$ cat config.mk
export PLATFORM = sky130hd
export DESIGN_NAME = pc_gen_flat
export DESIGN_NICKNAME = d
export VERILOG_FILES = /design/src/rtl/pc_gen_if.sv /design/src/rtl/pc_gen.sv /design/src/flat_wrapper.sv
export SDC_FILE = /design/constraint.sdc
export NUM_CORES = 1
export LEC_CHECK = 0
export CAP_MARGIN = 20
export CORE_MARGIN = 1.5
export CORE_UTILIZATION = 37
export CTS_CLUSTER_SIZE = 8
export DETAILED_ROUTE_END_ITERATION = 6
export PLACE_DENSITY = 0.78
export SLEW_MARGIN = 20
export SYNTH_ARGS = -nofsm -noshare
export SYNTH_HDL_FRONTEND = slang
export SYNTH_SLANG_ARGS = --single-unit
$ cat constraint.sdc
create_clock -name clk -period 2.15 [get_ports clk]
set_clock_uncertainty 0.05 [all_clocks]
set_input_delay 0.5375 -clock clk [delete_from_list [all_inputs] [get_ports clk]]
set_output_delay 0.5375 -clock clk [all_outputs]
set_load 0.01 [all_outputs]
$ cat src/rtl/pc_gen_if.sv
// pc_gen_if: fetch-PC control bundle; slave is the PC generator, master drives redirects and observes the PC.
interface pc_gen_if #(parameter int ADDR_W = 32);
  logic              stall_i;
  logic              br_valid_i;
  logic [ADDR_W-1:0] br_target_i;
  logic              trap_valid_i;
  logic [ADDR_W-1:0] trap_target_i;
  logic              btb_upd_i;
  logic [ADDR_W-1:0] btb_upd_pc_i;
  logic [ADDR_W-1:0] btb_upd_tgt_i;
  logic [ADDR_W-1:0] pc_o;
  logic              pc_valid_o;
  logic              pred_taken_o;
  logic              pending_o;
  modport slave (
    input  stall_i, br_valid_i, br_target_i, trap_valid_i, trap_target_i,
           btb_upd_i, btb_upd_pc_i, btb_upd_tgt_i,
    output pc_o, pc_valid_o, pred_taken_o, pending_o
  );
  modport master (
    output stall_i, br_valid_i, br_target_i, trap_valid_i, trap_target_i,
           btb_upd_i, btb_upd_pc_i, btb_upd_tgt_i,
    input  pc_o, pc_valid_o, pred_taken_o, pending_o
  );
endinterface

$ cat src/rtl/pc_gen.sv
// pc_gen: fetch PC generator with trap/branch redirects, one-entry pending buffer and boot state.
// Define PC_BTB_EN to build the direct-mapped branch target buffer for next-PC prediction.
module pc_gen #(
  parameter int              ADDR_W    = 32,
  parameter logic [ADDR_W-1:0] RESET_PC = '0,
  parameter int              STEP      = 4,
  parameter int              BTB_DEPTH = 8
) (
  input  logic     clk,
  input  logic     rst,
  pc_gen_if.slave  bus
);
  localparam int SW = $clog2(STEP);
  typedef enum logic {BOOT, RUN} state_t;
  state_t state_q, state_d;
  logic [ADDR_W-1:0] pc_q, pc_d, pend_tgt_q, pend_tgt_d, sel, nxt, btb_tgt;
  logic valid_q, valid_d, pred_q, pred_d, pend_q, pend_d, pend_trap_q, pend_trap_d, redir, hit;
  function automatic logic [ADDR_W-1:0] align(input logic [ADDR_W-1:0] a);
    return a & ~ADDR_W'(STEP - 1);
  endfunction
`ifdef PC_BTB_EN
  localparam int BW = $clog2(BTB_DEPTH);
  localparam int TW = ADDR_W - SW - BW;
  logic [BTB_DEPTH-1:0] btb_v_q;
  logic [TW-1:0]        btb_tag_q [BTB_DEPTH];
  logic [ADDR_W-1:0]    btb_tgt_q [BTB_DEPTH];
  logic [BW-1:0]        idx, upd_idx;
  assign idx     = pc_q[SW +: BW];
  assign upd_idx = bus.btb_upd_pc_i[SW +: BW];
  assign hit     = btb_v_q[idx] && btb_tag_q[idx] == pc_q[ADDR_W-1:SW+BW];
  assign btb_tgt = btb_tgt_q[idx];
  always_ff @(posedge clk)
    if (rst) btb_v_q <= '0;
    else if (bus.btb_upd_i) btb_v_q[upd_idx] <= 1'b1;
  always_ff @(posedge clk)
    if (bus.btb_upd_i) begin
      btb_tag_q[upd_idx] <= bus.btb_upd_pc_i[ADDR_W-1:SW+BW];
      btb_tgt_q[upd_idx] <= align(bus.btb_upd_tgt_i);
    end
`else
  logic unused_btb;
  assign unused_btb = ^{bus.btb_upd_i, bus.btb_upd_pc_i, bus.btb_upd_tgt_i};
  assign hit        = 1'b0;
  assign btb_tgt    = '0;
`endif
  assign redir = bus.trap_valid_i | bus.br_valid_i | pend_q;
  assign sel   = align(bus.trap_valid_i ? bus.trap_target_i : bus.br_valid_i ? bus.br_target_i : pend_tgt_q);
  assign nxt   = hit ? btb_tgt : pc_q + ADDR_W'(STEP);
  always_comb begin
    state_d     = state_q;
    pc_d        = pc_q;
    valid_d     = valid_q;
    pred_d      = pred_q;
    pend_d      = pend_q;
    pend_trap_d = pend_trap_q;
    pend_tgt_d  = pend_tgt_q;
    if (bus.stall_i) begin
      // a buffered trap must survive any later branch
      if (bus.trap_valid_i || (bus.br_valid_i && !(pend_q && pend_trap_q))) begin
        pend_d      = 1'b1;
        pend_trap_d = bus.trap_valid_i;
        pend_tgt_d  = align(bus.trap_valid_i ? bus.trap_target_i : bus.br_target_i);
      end
    end else begin
      pend_d      = 1'b0;
      pend_trap_d = 1'b0;
      state_d     = RUN;
      valid_d     = 1'b1;
      pc_d        = redir ? sel : state_q == BOOT ? pc_q : nxt;
      pred_d      = !redir && state_q == RUN && hit;
    end
  end
  always_ff @(posedge clk)
    if (rst) begin
      state_q     <= BOOT;
      pc_q        <= RESET_PC;
      valid_q     <= 1'b0;
      pred_q      <= 1'b0;
      pend_q      <= 1'b0;
      pend_trap_q <= 1'b0;
      pend_tgt_q  <= '0;
    end else begin
      state_q     <= state_d;
      pc_q        <= pc_d;
      valid_q     <= valid_d;
      pred_q      <= pred_d;
      pend_q      <= pend_d;
      pend_trap_q <= pend_trap_d;
      pend_tgt_q  <= pend_tgt_d;
    end
  assign bus.pc_o         = pc_q;
  assign bus.pc_valid_o   = valid_q;
  assign bus.pred_taken_o = pred_q;
  assign bus.pending_o    = pend_q;
endmodule

$ cat src/flat_wrapper.sv
// flat-port wrapper written by rule: the top's interface ports become plain ports
module pc_gen_flat 
#(
  parameter int              ADDR_W    = 32,
  parameter logic [ADDR_W-1:0] RESET_PC = '0,
  parameter int              STEP      = 4,
  parameter int              BTB_DEPTH = 8
)
  (clk, rst, bus_stall_i, bus_br_valid_i, bus_br_target_i, bus_trap_valid_i, bus_trap_target_i, bus_btb_upd_i, bus_btb_upd_pc_i, bus_btb_upd_tgt_i, bus_pc_o, bus_pc_valid_o, bus_pred_taken_o, bus_pending_o);
  pc_gen_if #(.ADDR_W(ADDR_W)) bus_i ();
  input  logic clk;
  input  logic rst;
  input wire logic [$bits(bus_i.stall_i)-1:0] bus_stall_i;
  input wire logic [$bits(bus_i.br_valid_i)-1:0] bus_br_valid_i;
  input wire logic [$bits(bus_i.br_target_i)-1:0] bus_br_target_i;
  input wire logic [$bits(bus_i.trap_valid_i)-1:0] bus_trap_valid_i;
  input wire logic [$bits(bus_i.trap_target_i)-1:0] bus_trap_target_i;
  input wire logic [$bits(bus_i.btb_upd_i)-1:0] bus_btb_upd_i;
  input wire logic [$bits(bus_i.btb_upd_pc_i)-1:0] bus_btb_upd_pc_i;
  input wire logic [$bits(bus_i.btb_upd_tgt_i)-1:0] bus_btb_upd_tgt_i;
  output wire logic [$bits(bus_i.pc_o)-1:0] bus_pc_o;
  output wire logic [$bits(bus_i.pc_valid_o)-1:0] bus_pc_valid_o;
  output wire logic [$bits(bus_i.pred_taken_o)-1:0] bus_pred_taken_o;
  output wire logic [$bits(bus_i.pending_o)-1:0] bus_pending_o;
  assign bus_i.stall_i = bus_stall_i;
  assign bus_i.br_valid_i = bus_br_valid_i;
  assign bus_i.br_target_i = bus_br_target_i;
  assign bus_i.trap_valid_i = bus_trap_valid_i;
  assign bus_i.trap_target_i = bus_trap_target_i;
  assign bus_i.btb_upd_i = bus_btb_upd_i;
  assign bus_i.btb_upd_pc_i = bus_btb_upd_pc_i;
  assign bus_i.btb_upd_tgt_i = bus_btb_upd_tgt_i;
  assign bus_pc_o = bus_i.pc_o;
  assign bus_pc_valid_o = bus_i.pc_valid_o;
  assign bus_pred_taken_o = bus_i.pred_taken_o;
  assign bus_pending_o = bus_i.pending_o;
  pc_gen #(.ADDR_W(ADDR_W), .RESET_PC(RESET_PC), .STEP(STEP), .BTB_DEPTH(BTB_DEPTH)) u_core (.clk(clk), .rst(rst), .bus(bus_i));
endmodule
# == Yosys cells after proc, flatten, opt, wreduce, memory -nomap -nowiden ==
# Index checks and enable logic that the tools add are counted.
# totals
register_bits,65
in_bits,134
output_inout_bits,35
word_cells,22
# classes
add_sub_neg,1
n_mux,5
bitwise_logic,3
reduce_logical,8
# ops
cell,count
$mux 32,5
$add 32x3->32 const B,1
$reduce_and 2->1,2
$logic_and 1x1->1,2
$or 1x1->1,2
$reduce_bool 2->1,1
$reduce_or 2->1,1
$logic_not 1->1,1
$logic_or 1x1->1,1
$not 1->1,1

# == Longest topological paths before layout ==
# Gate-level depths: netlist (run 1).
# logic_depth
depth_word,5
ltp_mapped,7

# == Least setup slack after synthesis (run 1) ==
# OpenSTA, ideal clock, no wires.
# synth_path
kind,flip-flop to flip-flop
start,reg u_core.pc_q[2] (netlist: u_core.bus.pc_o[2])
end,reg u_core.pc_q[26] (netlist: u_core.bus.pc_o[26])
setup_time_ps,95
t_arrival_ps,2044
slack_ps,-40
path_stages_with_launch,6
synth_period_minus_slack_ps,2190
path_cell_list,dfxtp_1 > ha_1 > nand3_1 > or4_4 > or4_1 > a221oi_1
# synth_via
elab_chain_cells,3
# synth_lines
item,line_no,text
start: declaration,pc_gen.sv:16,"logic [ADDR_W-1:0] pc_q, pc_d, pend_tgt_q, pend_tgt_d, sel, nxt, btb_tgt;"
start signal: assignment,pc_gen.sv:84,pc_q <= pc_d;
$add 32x3->32,pc_gen.sv:48,assign nxt = hit ? btb_tgt : pc_q + ADDR_W'(STEP);
$mux 32 (2 in series),pc_gen.sv:69,pc_d = redir ? sel : state_q == BOOT ? pc_q : nxt;
# Every way passes these cells. The select of a mux whose other input is x is not followed.
# A chain may end at the register's enable or synchronous reset.

# == Worst setup path after layout (run 1) ==
# Same ends and word-level chain as after synthesis.

==> results of run 1 <==
[power breakdown]
part,internal (uW),switching (uW)
Clock,587,483
Sequential,1260,77.8
Combinational,421,403
[worst max-delay path, delay by kind of cell (launching register included)]
kind                       cells  cell delay, ns
adders and majority gates      1            0.15
and+or+nand+nor                3            1.19
DFF                            1            0.36
AOI/OAI and AO/OA              1            0.26
[final cells by class]
type / count / area, sq um / area share
Clock buffer: 11 / 151 / 0.0270
Multi-Input combinational cell: 388 / 2440 / 0.436
Sequential cell: 63 / 1270 / 0.226
Tap cell: 136 / 170 / 0.0304
Inverter: 12 / 45.0 / 0.00804
Timing Repair Buffer: 164 / 1480 / 0.264
Clock inverter: 4 / 45.0 / 0.00804
[stage by stage]
stage	instance area, sq um	total power (uW)
detailed placement	5380	2170
floorplan	3900	1730
finish	5600	3230
global route	5600	3380
CTS	5570	3220
global placement	5380	2140
[routing by layer]
metal | share of wire | global-route usage
met1 | 0.45 | 0.346
met2 | 0.45 | 0.380
met4 | 0.016 | 0.0558
met3 | 0.083 | 0.0439
met5 | 0 | 0
[what timing repair did]
item | CTS | global route
cloned | 0 | 0
pin swaps | 0 | 0
gates resized for setup | 1 | 6
setup endpoints to repair | 1 | 2
[flip-flops by register name, indices dropped and copies added, names as in the netlist]
| signal | flops |
|---|---|
| u_core.bus.pc_o | 30 |
| u_core.pend_tgt_q | 30 |
| u_core.bus.pending_o | 1 |
| u_core.pend_trap_q | 1 |
| u_core.state_q | 1 |
[how the worst max path moves through the flow]
stage / startpoint / endpoint / slack (ns)
2_1_floorplan: u_core.bus.pc_o[7]$_SDFFE_PP0P_ / u_core.bus.pc_o[26]$_SDFFE_PP0P_ / 0.008
3_3_place_gp: bus_br_target_i[14] / u_core.bus.pc_o[14]$_SDFFE_PP0P_ / -0.05
3_5_place_dp: bus_br_target_i[14] / u_core.bus.pc_o[14]$_SDFFE_PP0P_ / -0.17
4_1_cts: u_core.bus.pc_o[2]$_SDFFE_PP0P_ / u_core.bus.pc_o[26]$_SDFFE_PP0P_ / 0.009
5_1_grt: u_core.bus.pc_o[2]$_SDFFE_PP0P_ / u_core.bus.pc_o[26]$_SDFFE_PP0P_ / 0.005
6_report: u_core.bus.pc_o[2]$_SDFFE_PP0P_ / u_core.bus.pc_o[26]$_SDFFE_PP0P_ / 0.05
[synthesized netlist by cell type (5+ instances only)]
library cell               count
sky130_fd_sc_hd__dfxtp_1      63
sky130_fd_sc_hd__nand2_1      61
sky130_fd_sc_hd__nor2_1       46
sky130_fd_sc_hd__clkbuf_1     40
sky130_fd_sc_hd__a311oi_1     33
sky130_fd_sc_hd__a21oi_1      22
sky130_fd_sc_hd__o21ai_0      22
sky130_fd_sc_hd__a211oi_1     20
sky130_fd_sc_hd__o31ai_1      19
sky130_fd_sc_hd__nor2b_1      17
sky130_fd_sc_hd__nor3_1       17
sky130_fd_sc_hd__nor3b_1      17
sky130_fd_sc_hd__mux2i_1      13
sky130_fd_sc_hd__nor4_1       13
sky130_fd_sc_hd__inv_1        11
sky130_fd_sc_hd__nand3_1      11
sky130_fd_sc_hd__nand4_1       9
sky130_fd_sc_hd__a221oi_1      6
sky130_fd_sc_hd__o211ai_1      6
sky130_fd_sc_hd__nand3b_1      5
[kinds of logic after synthesis]
| group | synth area share |
|---|---|
| AO/OA/AOI/OAI | 0.282 |
| buffers and inverters | 0.0589 |
| AND/OR/NAND/NOR | 0.297 |
| multiplexers | 0.0335 |
| flip-flops | 0.325 |
| adder cells (fa/ha/maj) | 0.00322 |
| other | 0.000965 |
[cells in the final DEF (no fill, tap or decap), types with 6 or more instances in the layout]
master and n:
sky130_fd_sc_hd__o21ai_0 22, sky130_fd_sc_hd__a21oi_1 21, sky130_fd_sc_hd__a211oi_1 20, sky130_fd_sc_hd__buf_4 66, sky130_fd_sc_hd__clkdlybuf4s50_1 93, sky130_fd_sc_hd__clkbuf_8 11
sky130_fd_sc_hd__nor3b_1 17, sky130_fd_sc_hd__inv_1 11, sky130_fd_sc_hd__nor3_1 17, sky130_fd_sc_hd__mux2i_1 13, sky130_fd_sc_hd__nor2b_1 17, sky130_fd_sc_hd__nor2_1 46
sky130_fd_sc_hd__a311oi_1 33, sky130_fd_sc_hd__dfxtp_1 59, sky130_fd_sc_hd__nand4_1 9, sky130_fd_sc_hd__nand2_1 61, sky130_fd_sc_hd__nor4_1 13, sky130_fd_sc_hd__o211ai_1 6
sky130_fd_sc_hd__nand3_1 10, sky130_fd_sc_hd__o31ai_1 19
==> reports/qor.json, run 1 <==
{
  "min_path": {
    "worst_hold_path.num_cells": 2,
    "timing.hold.worst.class": "flop to flop",
    "hold_path_end": "u_core.pend_trap_q$_SDFFE_PP0P_",
    "hold_path_startpoint": "u_core.pend_trap_q$_SDFFE_PP0P_"
  },
  "critical_path": {
    "timing.critical_path.to_type": "flop",
    "critical_path_required_ns": 2.37,
    "critical-path-top-cell-by-count": "sky130_fd_sc_hd__or4_4",
    "max_stage_delay_cell_worst_path": "sky130_fd_sc_hd__or4_4",
    "worst-path-max-fanout": 2,
    "critical-path-max-stage-delay_ns": 0.55,
    "r2r_depth": 5,
    "worstReg2RegEnd": "u_core.bus.pc_o[26]$_SDFFE_PP0P_",
    "worst_ep_arrival_time_ns": 2.31,
    "critical_path.reg2reg.startpoint": "u_core.bus.pc_o[2]$_SDFFE_PP0P_",
    "r2r_slack_ns": 0.05,
    "worst_setup_path_category": "flop to flop",
    "timing.critical_path.cells": "ha_4 -> nand3_2 -> or4_4 -> or4_4 -> a221oi_2",
    "crit_path_start_kind": "flop"
  },
  "clock_network": {
    "clkTransAtPathRegs_ns": 0.07,
    "cts_tree": "yes",
    "cts.hold.buffers_added": 0,
    "clockBufferDepth": 2,
    "clock_tree.root_cell": "sky130_fd_sc_hd__clkbuf_8",
    "clkSinkCount": 63,
    "cts.htree.levels": 3,
    "cts_post_setup_buffers_inserted": 0,
    "clock_insertion_delay_worst_skew_ns": 0.34,
    "cts-buffers-inserted": 9
  },
  "grt": {
    "first_global_vias": 4225,
    "globalRouteOverflowTotal": 0,
    "initial_antenna_violation_count": 0,
    "gr-usage-all-layers": 0.243,
    "grt_start_max_net_pins": 49,
    "wire_length_of_the_first_global_routing_pass_mm": 21.6
  },
  "timing": {
    "max-slew-margin-rel": 0.624,
    "grt_setup_unrepaired": "no",
    "finalWorstPathRequiredPeriod_ns": 2.10,
    "worst_pin_slew_ns": 0.557,
    "fin_crit_sh": 0.975,
    "final.setup.tns_ns": 0,
    "setup_viol": 0,
    "smallest_setup_slack_after_layout_ns": 0.0530,
    "report.final.slew_viol_count": 0,
    "worst_hold_slack_ns": 0.441,
    "fmaxAchievable_ghz": 0.477,
    "hold_viol": 0
  },
  "yosys": {
    "yosys_reg_bits": 63,
    "synthDominantAreaCellType": "sky130_fd_sc_hd__dfxtp_1",
    "gate_count_of_the_mapped_netlist": 507,
    "yosys-top-cells-area": "sky130_fd_sc_hd__dfxtp_1, sky130_fd_sc_hd__a311oi_1, sky130_fd_sc_hd__nand2_1",
    "syn_area_per_cell_sq_um": 7.66,
    "yosys.cell_types.count": 51,
    "mappedNetlistArea_sq_mm": 0.00388,
    "synth_top_flop_cell": "sky130_fd_sc_hd__dfxtp_1",
    "register_area_share_after_synthesis": 0.325,
    "synth-edff-count": 0,
    "async_reset_ff_frac": 0,
    "synthesis.yosys.warnings": 0,
    "synth_top_area_frac": 0.325
  },
  "drt": {
    "via_density_per_instance": 5.90,
    "antenna_violating_nets_post_route": 0,
    "route.final.wire_length_mm": 13.4,
    "drtIter0Drc": 372,
    "drt-pass1-iter-count": 6,
    "drc_errors": 0,
    "vias": 4588,
    "wire_per_inst_microns": 17.2
  },
  "power": {
    "power.leakage_uw": 0.00200,
    "power_density_mw_per_mm2": 577,
    "ir_worst_vdd_v": 0.000268
  },
  "finish": {
    "nFillCells": 961,
    "final_util": 0.545,
    "num_antenna_cells": 0,
    "syn2layout_area_growth_pct": 44.2,
    "drive_gt1_frac": 0.165,
    "layout.nets": 773,
    "post_layout_instance_count_excluding_filler_cells": 778
  },
  "floorplan": {
    "placement_rows": 37,
    "coreArea_sq_mm": 0.0103,
    "die_h_microns": 105,
    "design.portCount": 169,
    "die_footprint_sq_mm": 0.0111,
    "die-width_microns": 105,
    "start_util": 0.378
  },
  "placement": {
    "placement.setup.worst_slack_ns": -0.170,
    "detailed_place_hpwl_mm": 9.91,
    "numPlacedInstances": 763,
    "gpl.final_weighted_congestion": 0.926,
    "io_buffers": 96
  },
  "job": {
    "timing.max_cap.violations": 0
  },
  "status": {
    "run_status": "finished clean"
  }
}
(Power assumes the default switching activity.)
==> inputs of run 2 (changes only) <==
- ABC_CLOCK_PERIOD_IN_PS: not set -> 2150
- CTS_CLUSTER_DIAMETER: not set -> 60
==> results of run 2 <==
The final DEF is identical to that of run 1; final timing and power are the same.
==> inputs of run 3 (changes only) <==
- CORE_MARGIN: 1.5 -> not set
==> run 3 against run 2 <==
  * Sequential power barely moved
  * Via count about the same
  * Worst hold slack gained 0.0071 ns
  * Clock power down 17%
  * First-iteration DRC count down 13%
  * Wire length increased by 0.19%
  * Flip-flop and latch count unchanged
  * Count of clock-buffer cells in the layout rose by 1
==> reports/qor.json, run 3 (synthesis gave the netlist of run 1 again) <==
{
  "status": {
    "run_status": "finished clean"
  },
  "drt": {
    "drt-pass1-iter-count": 6,
    "wire_per_inst_microns": 17.3,
    "antenna_violating_nets_post_route": 0,
    "route.final.wire_length_mm": 13.4,
    "drtIter0Drc": 325,
    "vias": 4590,
    "drc_errors": 0,
    "via_density_per_instance": 5.91
  },
  "finish": {
    "syn2layout_area_growth_pct": 42.7,
    "nFillCells": 936,
    "commonest_non_fill_non_tap_cell_in_the_layout": "sky130_fd_sc_hd__clkdlybuf4s50_1",
    "layout.nets": 770,
    "num_antenna_cells": 0,
    "commonest_non_fill_non_tap_cells_in_the_layout": "sky130_fd_sc_hd__clkdlybuf4s50_1, sky130_fd_sc_hd__buf_4, sky130_fd_sc_hd__nand2_1",
    "drive_gt1_frac": 0.158
  },
  "clock_network": {
    "clock_tree.root_cell": "sky130_fd_sc_hd__clkbuf_8",
    "clkSinkCount": 63,
    "clkTransAtPathRegs_ns": 0.07,
    "cts_post_setup_buffers_inserted": 0,
    "cts-buffers-inserted": 9,
    "cts_tree": "yes",
    "clockBufferDepth": 2,
    "clock_insertion_delay_worst_skew_ns": 0.35,
    "cts.htree.levels": 3
  },
  "grt": {
    "initial_antenna_violation_count": 0,
    "wire_length_of_the_first_global_routing_pass_mm": 21.6,
    "globalRouteOverflowTotal": 0,
    "grt_start_max_net_pins": 49,
    "first_global_vias": 4231,
    "gr-usage-all-layers": 0.245
  },
  "critical_path": {
    "cp_num_buf_inv": 0,
    "path_delay_family": "simple AND/OR/NAND/NOR gates",
    "worst_ep_arrival_time_ns": 2.32,
    "critical-path-max-stage-delay_ns": 0.56,
    "critical_path_required_ns": 2.36,
    "r2r_depth": 5,
    "worstReg2RegEnd": "u_core.bus.pc_o[26]$_SDFFE_PP0P_",
    "critical-path-top-cell-by-count": "sky130_fd_sc_hd__or4_4",
    "max_stage_delay_cell_worst_path": "sky130_fd_sc_hd__or4_4",
    "timing.critical_path.to_type": "flop",
    "worst-path-max-fanout": 2,
    "critical_path.reg2reg.startpoint": "u_core.bus.pc_o[2]$_SDFFE_PP0P_",
    "worst_setup_path_category": "flop to flop",
    "r2r_slack_ns": 0.04,
    "crit_path_start_kind": "flop",
    "timing.critical_path.cells": "ha_2 -> nand3_2 -> or4_4 -> or4_4 -> a221oi_2"
  },
  "timing": {
    "finalWorstPathRequiredPeriod_ns": 2.11,
    "setup_viol": 0,
    "fmaxAchievable_ghz": 0.475,
    "worst_pin_slew_ns": 0.599,
    "worst_hold_slack_ns": 0.448,
    "hold_viol": 0,
    "max-slew-margin-rel": 0.596,
    "report.final.slew_viol_count": 0,
    "fin_crit_sh": 0.980,
    "grt_setup_unrepaired": "no"
  },
  "floorplan": {
    "die_h_microns": 104,
    "start_util": 0.380,
    "die-width_microns": 104,
    "placement_rows": 37,
    "design.portCount": 169,
    "coreArea_sq_mm": 0.0102,
    "die_footprint_sq_mm": 0.0109
  },
  "power": {
    "power_density_mw_per_mm2": 548,
    "ir_worst_vdd_v": 0.000297,
    "power_uw": 3040,
    "power.leakage_uw": 0.00196
  },
  "min_path": {
    "timing.hold.worst.class": "flop to flop",
    "worst_hold_path.num_cells": 2,
    "hold_path_startpoint": "u_core.pend_tgt_q[31]$_SDFFE_PP0P_",
    "hold_path_end": "u_core.pend_tgt_q[31]$_SDFFE_PP0P_"
  },
  "placement": {
    "detailed_place_hpwl_mm": 10.1,
    "gpl.final_weighted_congestion": 0.908,
    "io_buffers": 96
  },
  "job": {
    "timing.max_cap.violations": 0
  }
}
[run 3: metrics by stage]
step           instances  TNS (ns)  worst slack [ns]  instance area [sq um]   util
6_report             776         0            0.0440                   5550  0.542
4_1_cts              776         0           0.00288                   5530  0.541
3_5_place_dp         760    -0.485           -0.0509                   5370  0.525
3_3_place_gp         760   -0.0771           -0.0648                   5370  0.525
2_1_floorplan        509         0           0.00848                   3900      -
5_1_grt              776         0           0.00888                   5550  0.542
[run 3: worst max-delay path by stage]
| stage | from | slack [ns] | to | cells after the start |
|---|---|---|---|---|
| after floorplan | u_core.bus.pc_o[7]$_SDFFE_PP0P_ | 0.008 | u_core.bus.pc_o[26]$_SDFFE_PP0P_ | 4 |
| after global placement | bus_stall_i | -0.06 | u_core.bus.pc_o[26]$_SDFFE_PP0P_ | 5 |
| after detailed placement | bus_stall_i | -0.05 | u_core.pend_tgt_q[24]$_SDFFE_PP0P_ | 7 |
| after CTS | u_core.bus.pc_o[2]$_SDFFE_PP0P_ | 0.003 | u_core.bus.pc_o[26]$_SDFFE_PP0P_ | 5 |
| after global routing | u_core.bus.pc_o[2]$_SDFFE_PP0P_ | 0.009 | u_core.bus.pc_o[26]$_SDFFE_PP0P_ | 5 |
| final | u_core.bus.pc_o[2]$_SDFFE_PP0P_ | 0.04 | u_core.bus.pc_o[26]$_SDFFE_PP0P_ | 5 |
[run 3: layout make-up]
type                            count  area (sq um)  area share
Clock buffer                       12           135      0.0244
Clock inverter                      4          22.5     0.00406
Inverter                           12          45.0     0.00812
Multi-Input combinational cell    388          2440       0.439
Sequential cell                    63          1260       0.228
Tap cell                          136           170      0.0307
Timing Repair Buffer              161          1470       0.265
[run 3: what timing repair did]
| item | 4_1_cts | 5_1_grt |
|---|---|---|
| hold buffers | 0 | 0 |
| cloned | 0 | 0 |
| resized for setup | 1 | 3 |
| setup endpoints to repair | 1 | 1 |
[run 3: tightest hold or removal path: cells and delay by family, from the launching register on]
kind | cells | cell delay [ns]
compound gates | 1 | 0.05
flops | 1 | 0.31
simple gates | 1 | 0.09
[run 3: metal layers]
layer | vias up | track usage | part of all wire
li1 | 2176 | - | -
met3 | 21 | 0.0414 | 0.082
met4 | 0 | 0.0796 | 0.017
met5 | - | 0 | 0
met2 | 232 | 0.372 | 0.45
met1 | 2161 | 0.350 | 0.45
[run 3: where the power goes]
group	total [uW]	internal [uW]	leakage (uW)	switching [uW]
Sequential	1330	1260	0.000522	70.9
Combinational	825	417	0.00136	407
Clock	883	414	0.0000801	470
